<file path="src/rtl/rom_ctrl_rom_sched.sv">
// ROM access scheduler: checker owns the ROM after reset, the bus host after
// the checker finishes; responses are routed by a fixed-latency tag pipeline.
module rom_ctrl_rom_sched #(
    parameter int Aw        = 4,
    parameter int Width     = 40,
    parameter int RdLatency = 1
) (
    input  logic             clk_i,
    input  logic             rst_i,
    input  logic             chk_req_i,
    input  logic [Aw-1:0]    chk_addr_i,
    input  logic             chk_done_i,
    output logic             chk_gnt_o,
    output logic             chk_rvalid_o,
    output logic [Width-1:0] chk_rdata_o,
    input  logic             bus_req_i,
    input  logic [Aw-1:0]    bus_addr_i,
    output logic             bus_gnt_o,
    output logic             bus_rvalid_o,
    output logic [Width-1:0] bus_rdata_o,
    output logic             rom_req_o,
    output logic [Aw-1:0]    rom_addr_o,
    output logic [Aw-1:0]    prince_addr_o,
    input  logic             rom_rvalid_i,
    input  logic [Width-1:0] rom_scr_rdata_i,
    input  logic [Width-1:0] rom_clr_rdata_i,
    output logic             owner_bus_o,
    output logic             alert_o
);

    typedef enum logic [1:0] {
        CheckSt,
        DrainSt,
        BusSt,
        ErrSt
    } state_e;

    typedef struct packed {
        logic vld;
        logic src;
    } tag_t;

    state_e state_q, state_d;
    tag_t   tag_q [RdLatency];
    tag_t   head;
    logic   pipe_empty;
    logic   rsp_mismatch;
    logic   rsp_ok;

    assign head = tag_q[RdLatency-1];

    always_ff @(posedge clk_i) begin
        if (rst_i) begin
            state_q <= CheckSt;
            for (int i = 0; i < RdLatency; i++) begin
                tag_q[i] <= '0;
            end
        end else begin
            state_q  <= state_d;
            tag_q[0] <= '{vld: rom_req_o, src: bus_gnt_o};
            for (int i = 1; i < RdLatency; i++) begin
                tag_q[i] <= tag_q[i-1];
            end
        end
    end

    always_comb begin
        pipe_empty = 1'b1;
        for (int i = 0; i < RdLatency; i++) begin
            if (tag_q[i].vld) begin
                pipe_empty = 1'b0;
            end
        end
    end

    // The ROM must answer exactly when the head tag says it will.
    assign rsp_mismatch = rom_rvalid_i != head.vld;

    always_comb begin
        state_d   = state_q;
        chk_gnt_o = 1'b0;
        bus_gnt_o = 1'b0;
        unique case (state_q)
            CheckSt: begin
                chk_gnt_o = chk_req_i;
                if (chk_done_i) begin
                    state_d = DrainSt;
                end
            end
            DrainSt: begin
                if (pipe_empty) begin
                    state_d = BusSt;
                end
            end
            BusSt: begin
                bus_gnt_o = bus_req_i;
            end
            ErrSt: begin
                state_d = ErrSt;
            end
            default: begin
                state_d = ErrSt;
            end
        endcase
        if (rsp_mismatch) begin
            state_d = ErrSt;
        end
        if (rst_i) begin
            chk_gnt_o = 1'b0;
            bus_gnt_o = 1'b0;
        end
    end

    assign rom_req_o = chk_gnt_o | bus_gnt_o;

    always_comb begin
        rom_addr_o = '0;
        if (chk_gnt_o) begin
            rom_addr_o = chk_addr_i;
        end else if (bus_gnt_o) begin
            rom_addr_o = bus_addr_i;
        end
    end

    // Tweak address kept as an independent AND-OR mux of the same source.
    assign prince_addr_o = ({Aw{chk_gnt_o}} & chk_addr_i)
                         | ({Aw{bus_gnt_o}} & bus_addr_i);

    assign rsp_ok = !rst_i && (state_q != ErrSt) && head.vld && rom_rvalid_i;

    assign chk_rvalid_o = rsp_ok && !head.src;
    assign bus_rvalid_o = rsp_ok && head.src;
    assign chk_rdata_o  = chk_rvalid_o ? rom_scr_rdata_i : '0;
    assign bus_rdata_o  = bus_rvalid_o ? rom_clr_rdata_i : '0;

    assign owner_bus_o = !rst_i && (state_q == BusSt);
    assign alert_o     = !rst_i && (state_q == ErrSt);

endmodule
</file>
<file path="config.mk">
export PLATFORM = sky130hd
export DESIGN_NAME = rom_ctrl_rom_sched
export DESIGN_NICKNAME = d
export VERILOG_FILES = /design/src/rtl/rom_ctrl_rom_sched.sv
export SDC_FILE = /design/constraint.sdc
export NUM_CORES = 1
export LEC_CHECK = 0
export ABC_CLOCK_PERIOD_IN_PS = 4400
export BUFFER_PORTS_ARGS = -buffer_cell sky130_fd_sc_hd__buf_2
export CAP_MARGIN = 25
export CORE_ASPECT_RATIO = 0.75
export CORE_MARGIN = 10
export CORE_UTILIZATION = 28
export CTS_CLUSTER_SIZE = 40
export DETAILED_ROUTE_END_ITERATION = 12
export GPL_TIMING_DRIVEN = 0
export PLACE_DENSITY_LB_ADDON = 0.1
export SLEW_MARGIN = 20
export SYNTH_ARGS = -nofsm -noshare
export SYNTH_HDL_FRONTEND = slang
export SYNTH_SLANG_ARGS = --single-unit
</file>
<file path="constraint.sdc">
create_clock -name clk_i -period 4.4 [get_ports clk_i]
set_input_delay 0.88 -clock clk_i [delete_from_list [all_inputs] [get_ports clk_i]]
set_output_delay 0.88 -clock clk_i [all_outputs]
set_load 0.005 [all_outputs]
</file>
# After elaboration in Yosys (flattened, before gate mapping)
# Memories as Yosys holds them, arrays and structs flattened.
# Index checks and enable logic that the tools add are counted.
# W data, S select, Z words.
[word_totals] wordCells=43 latchBits=0 n_memories=1 mem_bits_ro=0 reg_bits=2 out_inout_bits=95 mem_bits_rw=2
[classes] n_lt_le_gt_ge=0 mul=0 reduce_logical=13 shifts=0 bitwise_logic=4 n_mux=17 eq_ne=7 n_addsub=0 div_mod_pow=0
[memory_table] name="tag_q" words=1 width=2 read_ports=1 rd_ports_with_merged_regs=0 write_ports=1 line_no="44" text="tag_t tag_q [RdLatency];"
[op_table] operator="$mux W40" n=2
[op_table] operator="$and A4 B4 Y4" n=2
[op_table] operator="$mux W1" n=8
[op_table] operator="$mux W2" n=4
[op_table] operator="$mux W4" n=2
[op_table] operator="$logic_and A1 B1 Y1" n=7
[op_table] operator="$ne A3 B3 Y1 const B" n=2
[op_table] operator="$pmux W2 S3" n=1
[op_table] operator="$eq A2 B2 Y1 const B" n=2
[op_table] operator="$or A4 B4 Y4" n=1
[op_table] operator="$reduce_bool A4 Y1" n=1
[op_table] operator="$reduce_and A3 Y1" n=1
[op_table] operator="$eq A2 B1 Y1 const B" n=1
[op_table] operator="$logic_not A1 Y1" n=2
[op_table] operator="$logic_not A2 Y1" n=1
[op_table] operator="$ne A2 B2 Y1 const B" n=1
[op_table] operator="$reduce_or A2 Y1" n=1
[op_table] operator="$ne A1 B1 Y1" n=1
[op_table] operator="$or A1 B1 Y1" n=1

# Depth between registers and ports, before layout
[logic_depth] word_depth=6 depth_mapped=6

# Worst setup path before layout
# Ideal clock, no wire load.
[synth_timing] kind="in2out" start="in rst_i" end="out chk_rdata_o[30]" arrival_time_ns=1.505 slack_ns=2.015 stages=4 required_ns=3.520 path_cell_list="nor2_2 > and4b_4 > buf_6 > and2_1"
[synth_between] elab_chain_len=6
[synth_rtl] item="from (decl)" line_no="9" text="input logic rst_i,"
[synth_rtl] item="$logic_not A1 Y1" line_no="129" text="assign rsp_ok = !rst_i && (state_q != ErrSt) && head.vld && rom_rvalid_i;"
[synth_rtl] item="$logic_and A1 B1 Y1 (3 in series)" line_no="129"
[synth_rtl] item="$logic_and A1 B1 Y1" line_no="131" text="assign chk_rvalid_o = rsp_ok && !head.src;"
[synth_rtl] item="via chk_rvalid_o" line_no="14" text="output logic chk_rvalid_o,"
[synth_rtl] item="$mux W40" line_no="133" text="assign chk_rdata_o = chk_rvalid_o ? rom_scr_rdata_i : '0;"
[synth_rtl] item="to (decl)" line_no="15" text="output logic [Width-1:0] chk_rdata_o,"
# The timed path passes the listed nets, and every way through them passes these cells.

# Final worst setup path
[layout_timing] start="in rst_i" end="out chk_rdata_o[21]"
[layout_between] elab_chain_len=6
[layout_rtl] item="$logic_not A1 Y1" line_no="129"
[layout_rtl] item="$logic_and A1 B1 Y1 (3 in series)" line_no="129"
[layout_rtl] item="$logic_and A1 B1 Y1" line_no="131"
[layout_rtl] item="$mux W40" line_no="133"
# Every way passes these cells.

==> out/results.txt <==
NetSw -> 113 uW
Synthesis-to-layout area growth -> 103%
Row count -> 18
Count of cells resized by post-cts repair -> 0
Multi-input logic area -> 805 um^2
Die height -> 71.7 um
Diode count -> 0
Worst vdd ir -> 153 uV
Setup crit end kind -> output port
CTS sink count -> 4
Clk_lat worst skew -> 0.21 ns
Setup-failing EPs final -> 0
CP Data Arrival Time -> 1.84 ns
Final min period -> 2.72 ns
Synth Area per Inst -> 7.08 um^2
Cell Area, Synth -> 998 um^2
Htree depth -> 1
TritonCTS clock tree -> yes
Yosys warns -> 0
Final worst-path cycle share -> 61.8%
CP Data Required Time -> 3.52 ns
Pwr/cell area -> 157 nW/um^2
Largest net degree at the start of global routing -> 11
Post-layout util -> 60.5%
Detailed placer's ending HPWL -> 5330 um
Initial core utilization -> 29.8%
Non-Filler Instances -> 372
Flop pwr share -> 18.8%
Number of library cell types mapped by synthesis -> 24
Highest clock rate -> 0.368 GHz
Sw frac -> 35.3%
Placed insts -> 369
I/O Pins -> 189
Die width -> 89.0 um
WS Path Type -> input pin to output port
Hold WC Path Type -> flop to flop
Antenna violations before repair -> 0
Total Routed Length -> 5770 um
GRT Overall Usage -> 16.1%
Slew headroom -> 86.4%
#FFs+latches synth -> 4
Commonest non-fill, non-tap cell in the layout -> buf_2
Via density -> 4.08
Number of buffers created by CTS -> 3
Max Root-Sink Buffers -> 2
Status -> finished, final reports clean
Global route total overflow -> 0
DRC Markers -> 0
Cts hold-fix bufs -> 0
Setup TNS -> 0 ns
DRT iter0 DRCs -> 14
Worst Path Max Fanout -> 10
Clock power share -> 23.8%
FF/Latch Area -> 80.1 um^2
First-pass GRT wire length -> 8220 um
Net count after synthesis -> 241
Max Transition Viols Final -> 0
Most frequent cells in the layout -> buf_2, and2_1, nand2_1
Die Area -> 6380 um^2
Final hold vios -> 0
Top post-synthesis cells by area -> and2_1, buf_6, dfxtp_1
Postcts setup bufs -> 0
Buffers on Ports -> 188
Root buffer cell -> clkbuf_8
Vias in the first global route -> 1,470
Pre-Repair DR Iteration Count -> 4
Per-cell routed wire length -> 15.5 um
Post-synth top area cell -> and2_1
Nets -> 434
Syn Inst Count -> 141
FILL cells -> 337
Internal -> 206 uW
Share of layout cells above drive strength 1 -> 61.4%
Clock slew at reported path FFs -> 0.03 ns
Max-cap violations -> 0
Antenna-violating nets left -> 0
Clock skew -> 0.00368 ns
Combinational Power Share -> 57.4%
RSZ-0062 raised after global routing -> no
Worst-Margin Slew -> 0.202 ns
Core region area -> 3360 um^2
Crit start category -> input pin
Gp weighted congestion -> 0.792
Top-area cell type share of the netlist area -> 50.1%
Total power -> 319 uW
Leakage dissipation -> 1.42 nW
Seq/Total Area, Yosys -> 8.02%
Routed vias -> 1,518
[final timing paths]
kind,start,end,slack [ns],depth (start not counted)
worst max-delay path,rst_i,chk_rdata_o[21],1.68,6
worst min-delay path,state_q[0]$_SDFFE_PP0P_,state_q[0]$_SDFFE_PP0P_,0.57,2
worst max register to register,state_q[1]$_SDFFE_PP0P_,state_q[0]$_SDFFE_PP0P_,2.97,5
worst min register to register,state_q[0]$_SDFFE_PP0P_,state_q[0]$_SDFFE_PP0P_,0.57,2
[routing by layer]
layer / part of all wire, % / track usage [%] / vias up
li1: - / - / 821
met1: 33 / 14.8 / 606
met2: 52 / 31.4 / 81
met3: 13 / 5.54 / 10
met4: 2.0 / 6.69 / 0
met5: 0 / 0 / -
[critical path, cell delays in order]
cell and delay [ns]:
buf_2 0.14, nor2_2 0.13, and4b_4 0.30, buf_6 0.14, and2_1 0.12, buf_2 0.12
[power groups by stage]
stage | Sequential, mW | Combinational (mW) | Clock [mW]
after floorplan | 0.0575 | 0.100 | 0
after global placement | 0.0605 | 0.183 | 0
after global routing | 0.0620 | 0.210 | 0.0806
final | 0.0600 | 0.183 | 0.0758
after CTS | 0.0606 | 0.186 | 0.0772
after detailed placement | 0.0610 | 0.185 | 0
[logic make-up after synthesis]
kind of cell             after synthesis  synth area share [%]
adder cells (fa/ha/maj)                6                  7.52
flip-flops                             4                  8.02
AO/OA/AOI/OAI                          8                  4.76
buffers and inverters                 12                  11.4
AND/OR/NAND/NOR                      111                  68.3
[registers in the layout, summed over array words and instances (netlist names)]
register	flops
tag_q	2
state_q	2
[metrics by stage]
stage / worst slack [ns] / hold WS (ns) / area (um^2)
3_3_place_gp: 1.70 / 0.581 / 1990
2_1_floorplan: 2.02 / 0.529 / 998
3_5_place_dp: 1.67 / 0.567 / 1990
6_report: 1.68 / 0.569 / 2030
5_1_grt: 1.59 / 0.620 / 2030
4_1_cts: 1.67 / 0.576 / 2030
[Yosys cell counts]
master    number
dfxtp_1        4
nor3_1         1
and2_1        80
and3b_1        3
nor4_1         1
o21ai_0        2
a211oi_1       2
buf_2          1
nand2_1       13
and4b_4        1
nor2_1         2
inv_1          2
buf_6          9
and4_4         1
ha_1           6
or2_1          2
nor2b_1        1
and2b_1        1
and4_1         2
o21ai_1        2
a21oi_1        1
nor2_2         1
o21bai_1       1
nand2b_1       2
[cell type report]
class                      instances  area share (%)
sequential                         4            3.94
timing repair buffer             188            46.3
clock buffer                       3            2.03
inverter                           2           0.370
tap                               40            2.46
multi-input combinational        125            39.6
buffer                            10            5.24
Power figures use the tool's default switching activity.
